File: config.mk
export PLATFORM = sky130hd
export DESIGN_NAME = bootloader_ctrl
export DESIGN_NICKNAME = d
export VERILOG_FILES = /design/src/rtl/bootloader_pkg.sv /design/src/rtl/boot_chksum.sv /design/src/rtl/bootloader_ctrl.sv
export SDC_FILE = /design/constraint.sdc
export NUM_CORES = 1
export LEC_CHECK = 0
export CORE_UTILIZATION = 50
export CTS_CLUSTER_SIZE = 40
export DETAILED_ROUTE_END_ITERATION = 12
export GPL_ROUTABILITY_DRIVEN = 0
export HOLD_SLACK_MARGIN = 0.1
export PLACE_DENSITY = 0.79
export RECOVER_POWER = 25
export SYNTH_ARGS = -nofsm -noshare
export SYNTH_HDL_FRONTEND = slang
export SYNTH_SLANG_ARGS = --single-unit
export TNS_END_PERCENT = 5
File: constraint.sdc
create_clock -name clk -period 4.2 [get_ports clk]
set_input_delay 0.63 -clock clk [delete_from_list [all_inputs] [get_ports clk]]
set_output_delay 0.63 -clock clk [all_outputs]
set_load 0.005 [all_outputs]
File: src/rtl/bootloader_pkg.sv
// Shared types and constants for the boot sequencer.
package bootloader_pkg;

   typedef enum logic [2:0] {
      ST_INIT,
      ST_READ,
      ST_WAIT,
      ST_WRITE,
      ST_CHECK,
      ST_DONE,
      ST_ERROR
   } state_t;

   localparam int unsigned BOOT_DEFAULT_WORDS = 'h120;
   localparam int unsigned RD_LATENCY_MIN     = 1;
   localparam int unsigned RD_LATENCY_MAX     = 4;

   // The wait counter is sized for at most four cycles of boot-memory latency.
   function automatic bit rd_latency_ok(input int unsigned lat);
      return (lat >= RD_LATENCY_MIN) && (lat <= RD_LATENCY_MAX);
   endfunction

endpackage

File: src/rtl/boot_chksum.sv
// Additive checksum accumulator, wraps modulo 2^DATA_WIDTH.
module boot_chksum #(
   parameter int unsigned DATA_WIDTH = 32
) (
   input  logic                  clk_i,
   input  logic                  rst_i,
   input  logic                  clr_i,
   input  logic                  add_en_i,
   input  logic [DATA_WIDTH-1:0] add_data_i,
   output logic [DATA_WIDTH-1:0] sum_o
);

   logic [DATA_WIDTH-1:0] sum_q;
   logic [DATA_WIDTH-1:0] sum_d;

   // Clear has priority so a fresh boot always starts from zero.
   always_comb begin
      sum_d = sum_q;
      if (clr_i) begin
         sum_d = '0;
      end else if (add_en_i) begin
         sum_d = sum_q + add_data_i;
      end
   end

   // Accumulator register.
   always_ff @(posedge clk_i) begin
      if (rst_i) begin
         sum_q <= '0;
      end else begin
         sum_q <= sum_d;
      end
   end

   assign sum_o = sum_q;

endmodule

File: src/rtl/bootloader_ctrl.sv
// Boot sequencer: copies an image from boot ROM into instruction SRAM and
// holds the core in boot mode until the copy is complete and verified.
//
// state | meaning
// INIT  | latch configuration, clear index and checksum
// READ  | strobe boot-memory read of src_base + idx
// WAIT  | wait RD_LATENCY cycles, capture data on the last one
// WRITE | request instruction-memory write, hold until ready
// CHECK | compare running sum against expected value
// DONE  | image loaded, core released
// ERROR | checksum mismatch, core stays in boot
module bootloader_ctrl
   import bootloader_pkg::*;
#(
   parameter int unsigned DATA_WIDTH    = 32,
   parameter int unsigned ADDR_WIDTH    = 20,
   parameter int unsigned RD_LATENCY    = 1,
   parameter int unsigned ADDR_SHIFT    = 2,
   parameter int unsigned DEFAULT_WORDS = BOOT_DEFAULT_WORDS
) (
   input  logic                  clk,
   input  logic                  rst,
   input  logic                  start,
   input  logic [ADDR_WIDTH-1:0] cfg_words,
   input  logic [ADDR_WIDTH-1:0] cfg_src_base,
   input  logic [ADDR_WIDTH-1:0] cfg_dst_base,
   input  logic                  cfg_chk_en,
   input  logic [DATA_WIDTH-1:0] cfg_checksum,
   output logic                  boot_mem_rd_en,
   output logic [ADDR_WIDTH-1:0] boot_mem_addr,
   input  logic [DATA_WIDTH-1:0] boot_mem_rd_data,
   output logic                  inst_mem_wr_en,
   input  logic                  inst_mem_ready,
   output logic [ADDR_WIDTH-1:0] inst_mem_addr,
   output logic [DATA_WIDTH-1:0] inst_mem_wr_data,
   output logic                  boot_mode,
   output logic                  boot_done,
   output logic                  boot_err,
   output logic [DATA_WIDTH-1:0] checksum
);

   localparam int unsigned LAT_W = 2;

   if (!rd_latency_ok(RD_LATENCY)) begin : g_bad_latency
      $error("bootloader_ctrl: RD_LATENCY must lie in 1..4");
   end

   state_t                state_q,   state_d;
   logic [ADDR_WIDTH-1:0] idx_q,     idx_d;
   logic [ADDR_WIDTH-1:0] words_q,   words_d;
   logic [ADDR_WIDTH-1:0] src_q,     src_d;
   logic [ADDR_WIDTH-1:0] dst_q,     dst_d;
   logic                  chk_en_q,  chk_en_d;
   logic [DATA_WIDTH-1:0] exp_q,     exp_d;
   logic [LAT_W-1:0]      lat_cnt_q, lat_cnt_d;
   logic [DATA_WIDTH-1:0] wr_data_q, wr_data_d;
   logic                  chk_clr;
   logic                  chk_add;
   logic [DATA_WIDTH-1:0] chk_sum;

   boot_chksum #(.DATA_WIDTH(DATA_WIDTH)) u_chksum (
      .clk_i      (clk),
      .rst_i      (rst),
      .clr_i      (chk_clr),
      .add_en_i   (chk_add),
      .add_data_i (boot_mem_rd_data),
      .sum_o      (chk_sum)
   );

   // Next-state, counter and shadow-register update.
   always_comb begin
      state_d   = state_q;
      idx_d     = idx_q;
      words_d   = words_q;
      src_d     = src_q;
      dst_d     = dst_q;
      chk_en_d  = chk_en_q;
      exp_d     = exp_q;
      lat_cnt_d = lat_cnt_q;
      wr_data_d = wr_data_q;
      chk_clr   = 1'b0;
      chk_add   = 1'b0;
      case (state_q)
         ST_INIT: begin
            words_d  = (cfg_words == '0) ? ADDR_WIDTH'(DEFAULT_WORDS) : cfg_words;
            src_d    = cfg_src_base;
            dst_d    = cfg_dst_base;
            chk_en_d = cfg_chk_en;
            exp_d    = cfg_checksum;
            idx_d    = '0;
            chk_clr  = 1'b1;
            state_d  = ST_READ;
         end
         ST_READ: begin
            lat_cnt_d = LAT_W'(RD_LATENCY - 1);
            state_d   = ST_WAIT;
         end
         ST_WAIT: begin
            if (lat_cnt_q == '0) begin
               wr_data_d = boot_mem_rd_data;
               chk_add   = 1'b1;
               state_d   = ST_WRITE;
            end else begin
               lat_cnt_d = lat_cnt_q - LAT_W'(1);
            end
         end
         ST_WRITE: begin
            if (inst_mem_ready) begin
               if (idx_q == words_q - ADDR_WIDTH'(1)) begin
                  state_d = ST_CHECK;
               end else begin
                  idx_d   = idx_q + ADDR_WIDTH'(1);
                  state_d = ST_READ;
               end
            end
         end
         ST_CHECK: begin
            state_d = (chk_en_q && (chk_sum != exp_q)) ? ST_ERROR : ST_DONE;
         end
         ST_DONE, ST_ERROR: begin
            if (start) begin
               state_d = ST_INIT;
            end
         end
         default: state_d = ST_INIT;
      endcase
   end

   // State and datapath registers; reset aborts any copy in flight.
   always_ff @(posedge clk) begin
      if (rst) begin
         state_q   <= ST_INIT;
         idx_q     <= '0;
         words_q   <= '0;
         src_q     <= '0;
         dst_q     <= '0;
         chk_en_q  <= 1'b0;
         exp_q     <= '0;
         lat_cnt_q <= '0;
         wr_data_q <= '0;
      end else begin
         state_q   <= state_d;
         idx_q     <= idx_d;
         words_q   <= words_d;
         src_q     <= src_d;
         dst_q     <= dst_d;
         chk_en_q  <= chk_en_d;
         exp_q     <= exp_d;
         lat_cnt_q <= lat_cnt_d;
         wr_data_q <= wr_data_d;
      end
   end

   // Outputs depend only on registers, never on inputs.
   assign boot_mem_rd_en   = (state_q == ST_READ);
   assign boot_mem_addr    = src_q + idx_q;
   assign inst_mem_wr_en   = (state_q == ST_WRITE);
   assign inst_mem_addr    = dst_q + (idx_q << ADDR_SHIFT);
   assign inst_mem_wr_data = wr_data_q;
   assign boot_mode        = (state_q != ST_DONE);
   assign boot_done        = (state_q == ST_DONE);
   assign boot_err         = (state_q == ST_ERROR);
   assign checksum         = chk_sum;

endmodule

* After elaboration in Yosys (flattened, before gate mapping) *
Cells that the tools add are included.

storage, ports and cells
  output and inout port bits = 109
  latch bits = 0
  logic and storage cells = 57
  memories = 0
  bits in registers = 182
  bits of input ports = 129
  RAM bits = 0
  ROM bits = 0

cells by class
  mux-type cells = 15
  div/mod/pow operators = 0
  equality and inequality tests = 14
  $lt $le $gt $ge = 0
  reduce and logical (&&, ||, !) cells = 12
  $mul = 0
  add/subtract/negate cells = 6
  bitwise logic cells = 0
  shift-type cells = 0

operator list
  operator                                             number
  two-way mux 20 bit                                   3
  adder 20 bit                                         2
  one-hot mux 20 bit (2 select lines)                  1
  adder 32 bit                                         1
  inequality test 32 bit                               1
  adder 20 x 1 -> 20 bit (second input constant)       1
  == test 20 bit                                       1
  logical NOT 20 bit                                   1
  subtractor 20 x 1 -> 20 bit (second input constant)  1
  one-hot mux 3 bit (6 select lines)                   1
  two-way mux 3 bit                                    4
  == test 3 bit (second input constant)                3
  inequality test 2 bit (second input constant)        4
  == test 3 x 2 -> 1 bit (second input constant)       2
  AND reduction 3 bit                                  2
  two-way mux 2 bit                                    2
  one-hot mux 2 bit (2 select lines)                   1
  AND reduction 2 bit                                  2
  nonzero test 2 bit                                   2
  OR reduction 2 bit                                   2
  == test 3 x 1 -> 1 bit (second input constant)       1
  logical NOT 3 bit                                    1
  two-way mux 1 bit                                    3
  inequality test 3 bit (second input constant)        1
  other kinds (4)                                      4

* Depth between registers and ports, before layout *
Gate-level depths: netlist of the first run.

  depth after elaboration = 5
  gate-level depth with buffers = 13
  mapped depth without buffers = 12

* Cells and area by module *
From an unflattened synthesis of the first run, not the netlist that was laid out.

unflattened totals
  cells, all modules = 1,374
  area, all modules = 10,886.7 um2

modules (own cells, without submodules)
  module           cells an instance  seq. area each (um2)  instances  area an instance (um2)
  bootloader_ctrl  1,049              3,002.9               1          8,192.9
  boot_chksum      325                640.6                 1          2,693.8

* Worst setup path after synthesis of the first run *
OpenSTA, ideal clock, no wires.

  path kind = register to output
  from = register idx_q[0]
  to = output boot_mem_addr[14]
  arrival = 2,430 ps
  buffers on the path = 0
  required time = 3,570 ps
  stages on the path, launching flop included = 13
  path slack = 1,140 ps
  cell sequence = dfxtp_1 ha_1 inv_1 fa_1 nor2b_1 o21a_1 o21ai_0 a21oi_1 o21a_1 o21ai_0 a211oi_1 or4_1 nand3_1

between the ends
  cells in the longest elaborated chain, start to end = 1

ends and longest elaborated chain
  what                      RTL line                RTL
  start: declaration        bootloader_ctrl.sv:49   logic [ADDR_WIDTH-1:0] idx_q, idx_d;
  start signal: assignment  bootloader_ctrl.sv:143  idx_q <= idx_d;
  adder 20 bit              bootloader_ctrl.sv:156  assign boot_mem_addr = src_q + idx_q;
  end: declaration          bootloader_ctrl.sv:30   output logic [ADDR_WIDTH-1:0] boot_mem_addr,

No other way between the ends.

* Worst setup path in the final report of the first run *
  from = register idx_q[2]
  to = output inst_mem_addr[19]

between the ends
  cells in the longest elaborated chain, start to end = 1

ends and longest elaborated chain
  what              RTL line                RTL
  adder 20 bit      bootloader_ctrl.sv:158  assign inst_mem_addr = dst_q + (idx_q << ADDR_SHIFT);
  end: declaration  bootloader_ctrl.sv:34   output logic [ADDR_WIDTH-1:0] inst_mem_addr,

No other way between the ends.

==> results of run 1 <==
## cells by family (layout without fill, tap and decap cells)
group	Yosys count	after routing	synth area share
AO/OA/AOI/OAI	375	375	0.209
multiplexers	4	4	0.00384
flip-flops	182	182	0.338
buffers and inverters	108	326	0.0392
AND/OR/NAND/NOR	562	562	0.235
XOR/XNOR	108	108	0.0879
adder cells (fa/ha/maj)	73	73	0.0869
other	0	4	0
## cell usage after synthesis (4+ instances only)
master and n:
nor2_1 84, nand4_1 12, dfxtp_1 182, a22o_1 10, and2_1 9, xnor2_1 57
and3_1 6, or3_1 13, a21o_1 17, o21ai_0 48, a211oi_1 14, or2_2 7
nand2_1 307, ha_1 70, o22ai_1 4, o31ai_1 9, nor3b_1 7, buf_1 5
inv_1 44, clkbuf_1 55, nor2b_1 12, nand2b_1 8, nand3_1 32, o211ai_1 4
o21a_1 14, a31oi_1 12, a21boi_0 6, nor4_1 16, nor3_1 30, xor2_1 51
nand3b_1 4, a21oi_1 202
## per-stage QoR
| stage | TNS, ps | worst slack [ps] | utilization | instance area [um2] | power, mW |
|---|---|---|---|---|---|
| 3_3_place_gp | 0 | 375 | 0.633 | 13300 | 5.55 |
| 5_1_grt | -245 | -130 | 0.663 | 14000 | 7.70 |
| 2_1_floorplan | 0 | 1140 | - | 10800 | 4.42 |
| 4_1_cts | 0 | 8.84 | 0.662 | 13900 | 7.26 |
| 3_5_place_dp | 0 | 307 | 0.633 | 13300 | 5.62 |
| 6_report | 0 | 59.2 | 0.663 | 14000 | 7.22 |
## layout make-up
class | instances | share of cell area
well taps | 275 | 0.0246
clock buffers | 22 | 0.0346
diodes | 4 | 0.000716
repair buffers | 250 | 0.176
multi-input cells | 1122 | 0.483
flip-flops and latches | 182 | 0.261
inverters | 44 | 0.0118
clock inverters | 10 | 0.00859
## power breakdown
group | total [mW] | switching [mW] | leakage, nW | internal [mW]
registers | 2.45 | 0.338 | 1.49 | 2.11
logic | 3.12 | 1.74 | 4.09 | 1.38
clock network | 1.65 | 0.711 | 0.293 | 0.943
## critical path, stage by stage (launching register included)
cell	delay [ps]
dfxtp_1	320
buf_4	160
ha_1	330
a21oi_1	210
o21ai_0	240
o31ai_2	360
nor2_1	140
nor3_1	290
o311a_1	260
a21oi_1	90
xnor2_1	140
clkdlybuf4s50_1	510
## how the worst max path moves through the flow
stage	startpoint	endpoint	slack, ps	cells past startpoint
after floorplan	idx_q[0]$_SDFFE_PP0P_	boot_mem_addr[14]	1140	12
after global placement	idx_q[0]$_SDFFE_PP0P_	boot_mem_addr[14]	380	13
after detailed placement	boot_mem_rd_data[0]	u_chksum.sum_o[30]$_SDFFE_PP0P_	310	13
after CTS	idx_q[0]$_SDFFE_PP0P_	inst_mem_addr[18]	9	13
after global routing	idx_q[2]$_SDFFE_PP0P_	inst_mem_addr[19]	-130	11
final	idx_q[2]$_SDFFE_PP0P_	inst_mem_addr[19]	60	11
## metal layers
layer	vias to the layer above	routed length (um)	GRT usage
met5	-	12	0
met4	2	906	0.116
met3	60	2140	0.0758
met2	339	15800	0.511
met1	5040	13000	0.339
li1	5324	-	-
## flip-flops by register name (all words and copies together), names as in the netlist
signal,cells
chk_en_q,1
dst_q,20
exp_q,32
idx_q,20
inst_mem_wr_data,32
lat_cnt_q,2
src_q,20
state_q,3
u_chksum.sum_o,32
words_q,20
## what timing repair did
item                       CTS  global route
resized for setup            3            10
setup buffers                0             0
pin swaps                    0             3
setup endpoints to repair    5             9
hold endpoints to repair     0             0
==> metrics.md, run 1 <==
| Metric | Value |
|---|---|
| Asr flop ratio synth | 0 |
| Post-Syn Area | 10800 um2 |
| Ports | approximately 240 |
| Die Area | 22100 um2 |
| Area growth syn-to-layout | 29.9% |
| Largest net degree at the start of global routing | a little over 80 |
| Status | finished with violations |
| Placed insts | ~1900 |
| Synth Warn # | 0 |
| Die width | roughly 150 um |
| Power per cell area | ~520 nW/um2 |
| Fill cells | ~1800 |
| Final Cycle Share | 0.986 |
| Worst IR drop on VDD | approximately 0.28 mV |
| Htree depth | 4 |
| Min Tclk post-route | around 4100 ps |
| Die height | approximately 150 um |
| Worst Setup Start Kind | flop |
| Root buffer cell | clkbuf_16 |
| Max_slew headroom | -0.184 |
| Hold Slack | about 450 ps |
| Max Fclk | between 200 and 250 MHz |
| Sequential area share after synthesis | 0.338 |
| Most frequent cells in the layout | nand2_1 (306), a21oi_1 (201), dfxtp_1 (181) |
| Total global routing overflow | 0 |
| Layout cells sized above 1 | 0.0546 |
| Final setup vio count | 0 |
| R2R Setup Slk | 680 ps |
| Iter 0 DRT Violations | about 560 |
| Number of synthesized flops with an enable pin | 0 |
| Port Buffers | 237 |
| Syn nets | around 1600 |
| Worst hold path class | reg2reg |
| Nets | about 1800 |
| Maxcap violations | 2 |
| Vias/cell | roughly 5.6 |
| First-pass GRT wire length | between 50000 and 60000 um |
| Clk_lat worst skew | roughly 450 ps |
| Num CTS Buffers | 17 |
| Final Non-Filler Cells | 1909 |
| Antenna-violating nets left | 0 |
| Multi-input gate area | 6760 um2 |
| GRT Total Usage | 0.292 |
| Worst-path clk slew | 70 ps |
| Worst hold start | inst_mem_wr_data[28]$_SDFFE_PP0P_ |
| Routed len/inst | around 17 um |
| Synth Flop Type | dfxtp_1 |
| CP arrival | 3510 ps |
| Post-synth top area cell | dfxtp_1 |
| R2R Path Start | words_q[9]$_SDFFE_PP0P_ |
| Initial core utilization | 0.510 |
| Max Fanout on Critical Path | 6 |
| Num Clock Sinks | 182 |
| Core ar. | 21100 um2 |
| Worst slew pin tran | 1780 ps |
| RSZ-0062 raised after global routing | yes |
| Top cell type's share of synthesized area | 0.338 |
| Number of synthesized register bits | about 180 |
| Hold Path Depth | 2 |
| Drt drc | 0 |
| Failing checks | max-capacitance violations, max-slew violations |
| Top post-synthesis cells by area | dfxtp_1 (34%), nand2_1 (11%), a21oi_1 (9.4%) |
| Vias in the first global route | 10465 |
| RR Endpoint | idx_q[10]$_SDFFE_PP0P_ |
| CTS Buffer Depth | 2 |
| Worst EP required | roughly 3600 ps |
| Crit. End Element | output port |
| Post-synthesis average cell area | 7.62 um2 |
| Detailed Route WL | ~32000 um |
| Hold Path End | inst_mem_wr_data[28]$_SDFFE_PP0P_ |
| CTS tree | done |
| Setup Crit Path Kind | reg2out |
| R2r worst-path depth | 9 |
| Hold buffer count at CTS | 0 |
| HPWL Detailed | around 23000 um |
| Antenna violations before repair | 5 |
| DR vias | 10765 |
| Max Slew Vio Count | roughly 160 |
| Distinct cells, synth | 73 |
| Most common cell after layout, fill and taps aside | nand2_1 |
| Clock Skews | about 14 ps |
| Storage element area | roughly 3600 um2 |
| Mapped Cells | 1412 |
| DRT Pass-1 Iters | 7 |
| Lkg Pwr | 5.87 nW |
| Final Hold Fails | 0 |
| Row cnt | 53 |
Note: power is estimated with default switching activity, not from simulation.
==> inputs of run 2 (changes only) <==
--- a/config.mk
+++ b/config.mk
@@ -12,6 +12,7 @@
 export HOLD_SLACK_MARGIN = 0.1
 export PLACE_DENSITY = 0.79
 export RECOVER_POWER = 25
+export SLEW_MARGIN = 20
 export SYNTH_ARGS = -nofsm -noshare
 export SYNTH_HDL_FRONTEND = slang
 export SYNTH_SLANG_ARGS = --single-unit
==> run 2 against run 1 <==
  * The run still ends with max-capacitance violations, max-slew violations left
  * Cell count unchanged
  * Combinational power about the same
  * Count of clock-buffer cells in the layout unchanged
  * Clock skew down 0.53 ps
==> metrics.md, run 2 (synthesized netlist as in run 1, its figures left out) <==
| Metric | Value |
|---|---|
| R2r worst-path depth | 9 (unchanged) |
| Final Hold Fails | 0 (unchanged) |
| Detailed Route WL | 31900 um (+0.11%) |
| HPWL Detailed | 23300 um (unchanged) |
| Dpl ws | 307 ps (unchanged) |
| Maxcap violations | 2 (unchanged) |
| First-pass GRT wire length | 51300 um (unchanged) |
| Clock Skews | 13.3 ps (-0.525 ps) |
| Post-Route Utilization | 0.663 (about the same) |
| Port Buffers | 237 (unchanged) |
| Lkg Pwr | 5.87 nW (about the same) |
| Worst IR drop on VDD | 0.277 mV (-0.59%) |
| Num Clock Sinks | 182 (unchanged) |
| Placed Area | 13300 um2 (unchanged) |
| Final Non-Filler Cells | 1909 (unchanged) |
| Routed len/inst | 16.7 um (+0.11%) |
| Row cnt | 53 (unchanged) |
| RSZ-0062 raised after global routing | yes |
| Root buffer cell | clkbuf_16 |
| Final setup vio count | 0 (unchanged) |
| Antenna violations before repair | 5 (unchanged) |
| Status | finished with violations |
| Ports | 238 (unchanged) |
| Most common cell after layout, fill and taps aside | nand2_1 |
| Die width | 149 um (unchanged) |
| Area growth syn-to-layout | 30.0% (about the same) |
| Worst Setup Start Kind | flop |
| Placed insts | 1873 (unchanged) |
| Storage element area | 3640 um2 (unchanged) |
| Core ar. | 21100 um2 (unchanged) |
| Hold buffer count at CTS | 0 (unchanged) |
| Antenna-violating nets left | 0 (unchanged) |
| Die height | 149 um (unchanged) |
| Largest net degree at the start of global routing | 82 (unchanged) |
| Nets | 1819 (unchanged) |
| Power per cell area | 517 nW/um2 (about the same) |
| DR vias | 10746 (-0.18%) |
| Htree depth | 4 (unchanged) |
| Vias in the first global route | 10465 (unchanged) |
| Worst EP required | 3570 ps (about the same) |
| Setup Crit Path Kind | reg2out |
| Hold Slack | 449 ps (-0.00400 ps) |
| Die Area | 22100 um2 (unchanged) |
| Failing checks | max-capacitance violations, max-slew violations |
| Worst hold path class | reg2reg |
| Min Tclk post-route | 4150 ps (+4.23 ps) |
| Design area | 14000 um2 (about the same) |
| CTS tree | done |
| CP arrival | 3520 ps (about the same) |
| Max Slew Vio Count | 164 (unchanged) |
| Worst slew pin tran | 1790 ps (+16.7 ps) |
| Total global routing overflow | 0 (unchanged) |
| Iter 0 DRT Violations | 610 (+8.3%) |
| Most frequent cells in the layout | nand2_1 (306), a21oi_1 (201), dfxtp_1 (181) |
| Max_slew headroom | -0.196 (-0.0111) |
| CTS Buffer Depth | 2 (unchanged) |
| Max Fanout on Critical Path | 6 (unchanged) |
| Fill cells | 1826 (-0.055%) |
| Initial core utilization | 0.510 (unchanged) |
| Drt drc | 0 (unchanged) |
| Vias/cell | 5.63 (-0.18%) |
| Crit. End Element | output port |
| Post-CTS Setup Inserts | 0 (unchanged) |
| Num CTS Buffers | 17 (unchanged) |
| GRT Total Usage | 0.292 (unchanged) |
| Multi-input gate area | 6760 um2 (about the same) |
| Max Fclk | 241 MHz (-0.10%) |
| Hold Path Depth | 2 (unchanged) |
| Final Cycle Share | 0.987 (+0.00101) |
| Layout cells sized above 1 | 0.0546 (unchanged) |
| Setup WS post-layout | 54.9 ps (-4.23 ps) |
| Worst-path clk slew | 70 ps (about the same) |
| DRT Pass-1 Iters | 5 (-2) |
| Clk_lat worst skew | 450 ps (about the same) |
## run 2: changes by cell type in the layout (fill, tap and decap cells not counted)
cell,previous run,this run
nor2_2,1,0
nor2_4,0,1
## run 2: layer usage
metal	GRT usage	part of all wire	up-vias
li1	-	-	5326
met1	0.339	0.41	5036
met2	0.511	0.50	322
met3	0.0758	0.067	60
met4	0.116	0.029	2
met5	0	0.00038	-
## run 2: timing repair
| action | CTS | global route |
|---|---|---|
| resized for setup | 3 | 10 |
| setup endpoints to repair | 5 | 9 |
| hold endpoints to repair | 0 | 0 |
| pin swaps | 0 | 3 |
## run 2: final cells by class
type | instances | area share
Antenna cell | 4 | 0.000716
Clock buffer | 22 | 0.0346
Clock inverter | 10 | 0.00859
Inverter | 44 | 0.0118
Multi-Input combinational cell | 1122 | 0.483
Sequential cell | 182 | 0.261
Tap cell | 275 | 0.0246
Timing Repair Buffer | 250 | 0.176
## run 2: final timing paths
path	from	end	slack, ps
setup reg to reg	words_q[9]$_SDFFE_PP0P_	idx_q[10]$_SDFFE_PP0P_	690
hold / removal	inst_mem_wr_data[28]$_SDFFE_PP0P_	inst_mem_wr_data[28]$_SDFFE_PP0P_	450
hold reg to reg	inst_mem_wr_data[28]$_SDFFE_PP0P_	inst_mem_wr_data[28]$_SDFFE_PP0P_	450
setup / recovery	idx_q[2]$_SDFFE_PP0P_	inst_mem_addr[19]	50
## run 2: report_power, final
group | switching (mW) | internal (mW)
logic | 1.74 | 1.38
clock network | 0.711 | 0.943
registers | 0.338 | 2.11
## run 2: worst max-delay path: stages, from the launching register on
cell,delay (ps)
dfxtp_1,320
buf_4,160
ha_1,330
a21oi_1,210
o21ai_0,240
o31ai_2,370
nor2_1,140
nor3_1,290
o311a_1,260
a21oi_1,90
xnor2_1,150
clkdlybuf4s50_1,510
## run 2: metrics by stage
| step | total power [mW] | setup TNS [ps] |
|---|---|---|
| after floorplan | 4.42 | 0 |
| after global placement | 5.55 | 0 |
| after detailed placement | 5.62 | 0 |
| after CTS | 7.26 | 0 |
| after global routing | 7.71 | -245 |
| final | 7.23 | 0 |
==> inputs of run 3 (changes only) <==
--- a/config.mk
+++ b/config.mk
@@ -9,7 +9,6 @@
 export CTS_CLUSTER_SIZE = 40
 export DETAILED_ROUTE_END_ITERATION = 12
 export GPL_ROUTABILITY_DRIVEN = 0
-export HOLD_SLACK_MARGIN = 0.1
 export PLACE_DENSITY = 0.79
 export RECOVER_POWER = 25
 export SLEW_MARGIN = 20
==> results of run 3 <==
Same layout as run 2: the final DEF is identical, and so are final timing and power.
